$ cat config.mk
export PLATFORM = sky130hd
export DESIGN_NAME = program_loader
export DESIGN_NICKNAME = d
export VERILOG_FILES = /design/src/rtl/program_loader_pkg.sv /design/src/rtl/loader_verify.sv /design/src/rtl/program_loader.sv
export SDC_FILE = /design/constraint.sdc
export NUM_CORES = 1
export LEC_CHECK = 0
export ABC_AREA = 1
export CAP_MARGIN = 20
export CORE_AREA = 2 2 152 154
export CTS_CLUSTER_DIAMETER = 80
export CTS_CLUSTER_SIZE = 28
export DETAILED_ROUTE_END_ITERATION = 12
export DIE_AREA = 0 0 154 156
export PLACE_DENSITY = 0.6
export SKIP_CTS_REPAIR_TIMING = 1
export SYNTH_ARGS = -nofsm -noshare
export SYNTH_HDL_FRONTEND = slang
export SYNTH_SLANG_ARGS = --single-unit
$ cat constraint.sdc
create_clock -name clk -period 2.9 [get_ports clk]
set_clock_uncertainty 0.2 [all_clocks]
set_input_delay 0.87 -clock clk [delete_from_list [all_inputs] [get_ports clk]]
set_output_delay 0.87 -clock clk [all_outputs]
set_load 0.01 [all_outputs]
$ cat src/rtl/program_loader_pkg.sv
// Shared types and constants for the program loader: FSM state encoding,
// read-back phases, byte strides and default memory capacities.
package program_loader_pkg;

  typedef enum logic [2:0] {
    IDLE,
    LOAD_I,
    LOAD_D,
    RUN,
    ERROR
  } loader_state_t;

  typedef enum logic [1:0] {
    V_IDLE,
    V_READ,
    V_CMP
  } verify_phase_t;

  localparam logic [63:0] IMEM_STRIDE = 64'd4;
  localparam logic [63:0] DMEM_STRIDE = 64'd8;

  localparam int IMEM_WORDS_DEF = 512;
  localparam int DMEM_WORDS_DEF = 1024;

endpackage

$ cat src/rtl/loader_verify.sv
// Read-back checker: after each write, issues one read at the written address
// and compares the returned word one cycle later against the stored copy.
module loader_verify
  import program_loader_pkg::*;
(
  input  logic        clk,
  input  logic        arst_n,
  input  logic        wr_i,
  input  logic        wr_d,
  input  logic [63:0] waddr,
  input  logic [63:0] wdata,
  input  logic [31:0] rdata_i,
  input  logic [63:0] rdata_d,
  output logic        busy,
  output logic        cmp,
  output logic        mismatch,
  output logic        ren_i,
  output logic        ren_d,
  output logic [63:0] raddr
);

  verify_phase_t phase;
  logic          is_d;
  logic [63:0]   addr_q;
  logic [63:0]   word_q;

  always_ff @(posedge clk or negedge arst_n) begin
    if (!arst_n) begin
      phase <= V_IDLE;
      is_d  <= 1'b0;
    end else begin
      unique case (phase)
        V_IDLE: if (wr_i || wr_d) begin
          phase <= V_READ;
          is_d  <= wr_d;
        end
        V_READ:  phase <= V_CMP;
        default: phase <= V_IDLE;
      endcase
    end
  end

  // Address and word copies are data only; the phase register qualifies them.
  always_ff @(posedge clk) begin
    if (wr_i || wr_d) begin
      addr_q <= waddr;
      word_q <= wdata;
    end
  end

  assign busy     = (phase != V_IDLE);
  assign cmp      = (phase == V_CMP);
  assign ren_i    = (phase == V_READ) && !is_d;
  assign ren_d    = (phase == V_READ) && is_d;
  assign raddr    = addr_q;
  assign mismatch = cmp && (is_d ? (rdata_d != word_q) : (rdata_i != word_q[31:0]));

endmodule

$ cat src/rtl/program_loader.sv
// Streams a program image into instruction then data memory and enables the core.
// Optional read-back verification of every write is built with LOADER_VERIFY_EN.
module program_loader
  import program_loader_pkg::*;
#(
  parameter int IMEM_WORDS = IMEM_WORDS_DEF,
  parameter int DMEM_WORDS = DMEM_WORDS_DEF
) (
  input  logic        clk,
  input  logic        arst_n,
  input  logic        start,
  input  logic        in_valid,
  input  logic [63:0] in_data,
  input  logic        in_last,
  output logic        in_ready,
  output logic [63:0] addr_ext,
  output logic        wen_ext,
  output logic        ren_ext,
  output logic [31:0] wdata_ext,
  input  logic [31:0] rdata_ext,
  output logic [63:0] addr_ext_2,
  output logic        wen_ext_2,
  output logic        ren_ext_2,
  output logic [63:0] wdata_ext_2,
  input  logic [63:0] rdata_ext_2,
  output logic        cpu_enable,
  output logic        done,
  output logic        error
);

  localparam int IW = $clog2(IMEM_WORDS + 1);
  localparam int DW = $clog2(DMEM_WORDS + 1);

  loader_state_t state, state_nx;
  logic [IW-1:0] icount;
  logic [DW-1:0] dcount;
  logic          wr_i, wr_d, clr_cnt, busy;
  logic [63:0]   iaddr, daddr;

  assign iaddr = IMEM_STRIDE * 64'(icount);
  assign daddr = DMEM_STRIDE * 64'(dcount);

`ifdef LOADER_VERIFY_EN
  logic        cmp, mismatch, vren_i, vren_d, last_q;
  logic [63:0] raddr;

  loader_verify u_verify (
    .clk      (clk),
    .arst_n   (arst_n),
    .wr_i     (wr_i),
    .wr_d     (wr_d),
    .waddr    (wr_i ? iaddr : daddr),
    .wdata    (in_data),
    .rdata_i  (rdata_ext),
    .rdata_d  (rdata_ext_2),
    .busy     (busy),
    .cmp      (cmp),
    .mismatch (mismatch),
    .ren_i    (vren_i),
    .ren_d    (vren_d),
    .raddr    (raddr)
  );

  // The phase change waits for the last word's read-back to pass.
  always_ff @(posedge clk or negedge arst_n) begin
    if (!arst_n)          last_q <= 1'b0;
    else if (wr_i || wr_d) last_q <= in_last;
  end

  assign ren_ext     = vren_i;
  assign ren_ext_2   = vren_d;
  assign addr_ext    = wr_i ? iaddr : (vren_i ? raddr : 64'd0);
  assign addr_ext_2  = wr_d ? daddr : (vren_d ? raddr : 64'd0);
`else
  logic unused_rdata;

  assign busy         = 1'b0;
  assign unused_rdata = ^{rdata_ext, rdata_ext_2};
  assign ren_ext      = 1'b0;
  assign ren_ext_2    = 1'b0;
  assign addr_ext     = wr_i ? iaddr : 64'd0;
  assign addr_ext_2   = wr_d ? daddr : 64'd0;
`endif

  always_ff @(posedge clk or negedge arst_n) begin
    if (!arst_n) state <= IDLE;
    else         state <= state_nx;
  end

  always_comb begin
    state_nx   = state;
    in_ready   = 1'b0;
    wr_i       = 1'b0;
    wr_d       = 1'b0;
    clr_cnt    = 1'b0;
    cpu_enable = 1'b0;
    unique case (state)
      IDLE: if (start) begin
        state_nx = LOAD_I;
        clr_cnt  = 1'b1;
      end
      LOAD_I: begin
        in_ready = !busy;
        if (in_valid && !busy) begin
          if (icount == IW'(IMEM_WORDS)) state_nx = ERROR;
          else begin
            wr_i = 1'b1;
`ifndef LOADER_VERIFY_EN
            if (in_last) state_nx = LOAD_D;
`endif
          end
        end
`ifdef LOADER_VERIFY_EN
        if (cmp) begin
          if (mismatch)    state_nx = ERROR;
          else if (last_q) state_nx = LOAD_D;
        end
`endif
      end
      LOAD_D: begin
        in_ready = !busy;
        if (in_valid && !busy) begin
          if (dcount == DW'(DMEM_WORDS)) state_nx = ERROR;
          else begin
            wr_d = 1'b1;
`ifndef LOADER_VERIFY_EN
            if (in_last) state_nx = RUN;
`endif
          end
        end
`ifdef LOADER_VERIFY_EN
        if (cmp) begin
          if (mismatch)    state_nx = ERROR;
          else if (last_q) state_nx = RUN;
        end
`endif
      end
      RUN: begin
        cpu_enable = !start;
        if (start) begin
          state_nx = LOAD_I;
          clr_cnt  = 1'b1;
        end
      end
      ERROR: if (start) begin
        state_nx = LOAD_I;
        clr_cnt  = 1'b1;
      end
      default: state_nx = IDLE;
    endcase
  end

  always_ff @(posedge clk or negedge arst_n) begin
    if (!arst_n) begin
      icount <= '0;
      dcount <= '0;
    end else if (clr_cnt) begin
      icount <= '0;
      dcount <= '0;
    end else begin
      if (wr_i) icount <= icount + IW'(1);
      if (wr_d) dcount <= dcount + DW'(1);
    end
  end

  assign wen_ext     = wr_i;
  assign wen_ext_2   = wr_d;
  assign wdata_ext   = wr_i ? in_data[31:0] : 32'd0;
  assign wdata_ext_2 = wr_d ? in_data : 64'd0;
  assign done        = (state == RUN);
  assign error       = (state == ERROR);

endmodule
Yosys cells after proc, flatten, opt, wreduce, memory -nomap -nowiden. Index checks and enable logic that the tools add are counted.

Bits in registers: 24. Bits in latches: 0. Bits in writable memories: 0. Memory bits (read-only): 0. Input bits: 165. Output and inout bits: 232. Logic and storage cells: 49. Memories: 0.

$add $sub $neg: 2. Multiply operators: 0. Divide/modulo/power cells: 0. Magnitude comparators: 0. Eq/ne operators: 11. Shift operators: 0. Muxes and demuxes: 26. Bitwise gates (word level): 0. Reductions and logical operators: 7.

Operators with widths (count): $mux 64 (1); $mux 32 (1); $mux 11 (2); $mux 3 (7); $mux 10 (2); $mux 14 (1); $mux 12 (1); $add 11x1->11 const B (1); $eq 11x11->1 const B (1); $add 10x1->10 const B (1); $eq 10x10->1 const B (1); $mux 1 (10); $pmux 3 s3 (1); $eq 3x2->1 const B (2); $ne 3x3->1 const B (2); $reduce_and 5->1 (1); $ne 2x2->1 const B (2); $reduce_bool 2->1 (2); $eq 3x1->1 const B (1); $eq 3x3->1 const B (1); $logic_not 3->1 (1); $reduce_or 3->1 (1); $ne 2x1->1 const B (1); $reduce_or 2->1 (1); $logic_not 1->1 (1).

Logic depth before layout (Yosys ltp).
Depth after elaboration: 6. Depth in mapped cells: 10. Depth with buffers taken out: 10.

Worst setup path before layout. OpenSTA, ideal clock, no wires.

Kind: register to output. Start: register dcount[0]. End: output wdata_ext_2[22]. Arrival: 1431 ps. Data required time: 1830 ps. Path slack: 399 ps. Cell stages (with the launch flop): 10. Cell sequence: dfrtp_1 -> inv_1 -> ha_1 -> nand2_2 -> nor2_4 -> nand2_2 -> nand3_4 -> buf_12 -> buf_12 -> nor2_1.

Word-level cells in the longest chain between the ends: 5.

RTL lines: from (decl) (line program_loader.sv:36) `logic [DW-1:0] dcount;`; from (signal assigned) (line program_loader.sv:162) `if (wr_d) dcount <= dcount + DW'(1);`; $eq 11x11->1 (line program_loader.sv:123) `if (dcount == DW'(DMEM_WORDS)) state_nx = ERROR;`; $mux 1 (line program_loader.sv:123); $mux 1 (line program_loader.sv:122) `if (in_valid && !busy) begin`; $mux 1 (line program_loader.sv:97) `unique case (state)`; $mux 64 (line program_loader.sv:169) `assign wdata_ext_2 = wr_d ? in_data : 64'd0;`; to (decl) (line program_loader.sv:24) `output logic [63:0] wdata_ext_2,`.

Every way passes these cells.

Final worst setup path.
Start: input in_valid. End: output wdata_ext[16].

Word-level cells in the longest chain between the ends: 3.

RTL lines: from (decl) (line program_loader.sv:12) `input logic in_valid,`; $mux 1 (line program_loader.sv:104) `if (in_valid && !busy) begin`; $mux 1 (line program_loader.sv:97); $mux 32 (line program_loader.sv:168) `assign wdata_ext = wr_i ? in_data[31:0] : 32'd0;`; to (decl) (line program_loader.sv:19) `output logic [31:0] wdata_ext,`.

Every way passes these cells.

==> flow_summary.yaml <==
outcome:
  status: "complete, but fails checks"
  violations: "negative setup slack"
detailed_routing:
  first_pass_iters: 7
  routed_wl_mm: 14.9
  ant_nets: 0
  routedWlPerCell_microns: 13.6
  vias: 3824
  drc: 0
  via_per_inst: 3.50
  drt_iter0_drc: 107
clocking:
  ctsHtreeMaxLevel: 1
  root_buffer: "clkbuf_16"
  insertion_delay_ns: 0.26
  cts_buffers: 3
  clock-sinks: 24
  cts_buffer_depth: 2
  clkTransAtPathRegs_ns: 0.07
  cts_tree: "yes"
global_route:
  grt_pass1_vias: 3368
  track_usage: 0.0994
  grt_max_degree: 44
  grt_pass1_wl_mm: 18.6
  grt_remaining_overflow: 0
  grt_use_met1: 0.122
  grt.busiest_layer: "met2"
  use_met3: 0.0328
  antenna_found_initial: 0
  grtUsageMet2: 0.174
synthesis:
  synth_seq_area_share: 0.175
  ys_top_cells_by_area: "buf_4 (24%), dfrtp_1 (17%), inv_1 (10%)"
  synth_area_sq_mm: 0.00343
  synth.avg_cell_area_sq_um: 6.36
  synth_top_area_share: 0.243
  yosysWarnings: 0
  netlist_instances: 540
  synth_cell_types: 25
  ys_ff_latch: 24
  yosys.area.top_type: "buf_4"
layout:
  drive_gt1_frac: 0.360
  n_antenna_cell: 0
  fin_nets: 979
  nFillCells: 2465
  areaGrowthSynthToFinish_pct: 88.0
  stdcell_count: 1094
  multi_input_area_sq_mm: 0.00215
  ff_latch_area_sq_um: 601
sta:
  worst_slack_ns: -0.119
  fin_crit_sh: 1.04
  hold_viol_final: 0
  drv_slew: 0
  fin_crit_ns: 3.02
  rsz0062_at_grt: "yes"
  tns_ns: -1.93
  fmax_mhz: 331
  holdWs_ns: 0.328
  setup-violations-final: 44
power:
  switching_share: 0.431
  clkPwrFrac: 0.108
  p_comb_frac: 0.756
  p_int_mw: 1.77
  ir_worst_vdd_mv: 0.208
  p_switching_mw: 1.34
  power_frac_seq: 0.136
  power_density_mw_per_mm2: 482
  leakage_nw: 3.85
  total_power_mw: 3.11
worst_hold_path:
  min_from: "icount[6]"
  worst_hold_path_type: "flop to flop"
  whs_path_depth: 2
  whs_endpoint: "icount[6]"
die:
  core_sq_mm: 0.0224
  io_pins: 397
  die_h_microns: 156
  initial_utilization: 0.154
  die_area_sq_mm: 0.0240
  num_rows: 55
  die_w_microns: 154
placed_design:
  preCtsSetupSlack_ns: -0.760
  gp_congestion: 0.833
  portBuffers: 191
  place_hpwl_mm: 10.7
  place_inst: 1050
worst_setup_path:
  endpoint_kind: "output pin"
  arrival_ns: 1.95
  critPathKind: "input port to output pin"
  r2r-end: "dcount[9]"
  rr_worst_depth: 15
  r2r_setup_slack_ns: 0.69
  r2r-start: "dcount[0]"
  crit_required_ns: 1.83
  critPathLaunchType: "input port"
  critPathMaxFanout: 4
  cp-startpoint: "in_valid"
flow_run:
  max-cap-violations: 0
==> routing by layer <==
| layer | vias to the layer above | part of all wire |
|---|---|---|
| li1 | 1912 | - |
| met3 | 4 | 0.088 |
| met2 | 180 | 0.49 |
| met5 | - | 0 |
| met1 | 1728 | 0.42 |
| met4 | 0 | 0.0031 |
==> critical path: stages <==
cell and delay (ns):
clkbuf_2 0.15, nand3_4 0.13, buf_12 0.15, clkbuf_16 0.15, buf_12 0.13, buf_8 0.12
nor2_1 0.08, buf_2 0.14
==> layout by cell type (no fill, tap or decap) <==
master           netlist  routed
conb_1                 1     109
inv_2                  4       9
nand2_4                0       1
buf_4                111      52
buf_6                  1      49
clkbuf_16              0      11
buf_8                  0       9
nor3_1                 9       9
nand3_2                1       1
ha_1                   4       2
inv_1                 96      91
clkdlybuf4s50_1        0      70
nor2_2                48      48
o21ai_1                9       9
clkbuf_8               0       1
nand4_1                4       4
a21oi_1                1       1
nand2_1               57      56
nor2_1                89      56
nand3_4                1       2
nand3_1               35      34
nand2_2                6       6
o21ai_0                8       8
buf_2                  7      33
ha_4                   0       2
buf_12                 6      11
nand4_2                1       1
xor2_1                13      13
clkbuf_2               0      19
dfrtp_1               24      24
nor2_4                 2      35
dlymetal6s2s_1         0      32
buf_16                 0       1
==> power groups by stage <==
stage               clock network [mW]  registers [mW]  logic [mW]
floorplan                            0           0.429       0.990
global placement                     0           0.425        1.77
detailed placement                   0           0.427        1.78
CTS                              0.350           0.421        1.79
global route                     0.363           0.430        2.54
finish                           0.337           0.423        2.35
==> synth_stat cells <==
cell type / instances
nand2_2: 6
nand4_2: 1
buf_4: 111
nand3_2: 1
nor2_4: 2
nand4_1: 4
nand3_4: 1
clkbuf_1: 2
nor3_1: 9
nor2_1: 89
ha_1: 4
nand3_1: 35
a21oi_1: 1
buf_2: 7
buf_12: 6
nor2_2: 48
o21ai_1: 9
buf_6: 1
conb_1: 1
inv_2: 4
nand2_1: 57
o21ai_0: 8
inv_1: 96
dfrtp_1: 24
xor2_1: 13
==> worst max path at each step <==
stage	endpoint	depth (start not counted)
2_1_floorplan	wdata_ext_2[22]	9
4_1_cts	wdata_ext[24]	6
6_report	wdata_ext[16]	8
5_1_grt	wdata_ext[16]	12
3_3_place_gp	wdata_ext_2[52]	6
3_5_place_dp	wdata_ext[24]	6
==> cells by family (layout without fill, tap and decap cells) <==
kind of cell             count (synthesis)  count (layout)  share of synthesized area
AO/OA/AOI/OAI                           18              18                     0.0262
XOR/XNOR                                13              13                     0.0332
adder cells (fa/ha/maj)                  4               4                     0.0146
buffers and inverters                  227             388                      0.403
flip-flops                              24              24                      0.175
other                                    1             109                    0.00109
AND/OR/NAND/NOR                        253             253                      0.348
==> through the flow <==
stage | utilization | area, sq um
after floorplan | - | 3840
after global placement | 0.248 | 5540
after detailed placement | 0.248 | 5540
after CTS | 0.252 | 5630
after global routing | 0.289 | 6460
final | 0.289 | 6460
==> state kept, by name, summed over array words and instances (netlist names) <==
name / flops
icount: 10
dcount: 11
state: 3
==> cell type report <==
cell class	count	share of cell area
Sequential cell	24	0.0930
Timing Repair Buffer	284	0.447
Multi-Input combinational cell	397	0.333
Clock buffer	4	0.0138
Inverter	100	0.0581
Tap cell	285	0.0552
(Power assumes the default switching activity.)
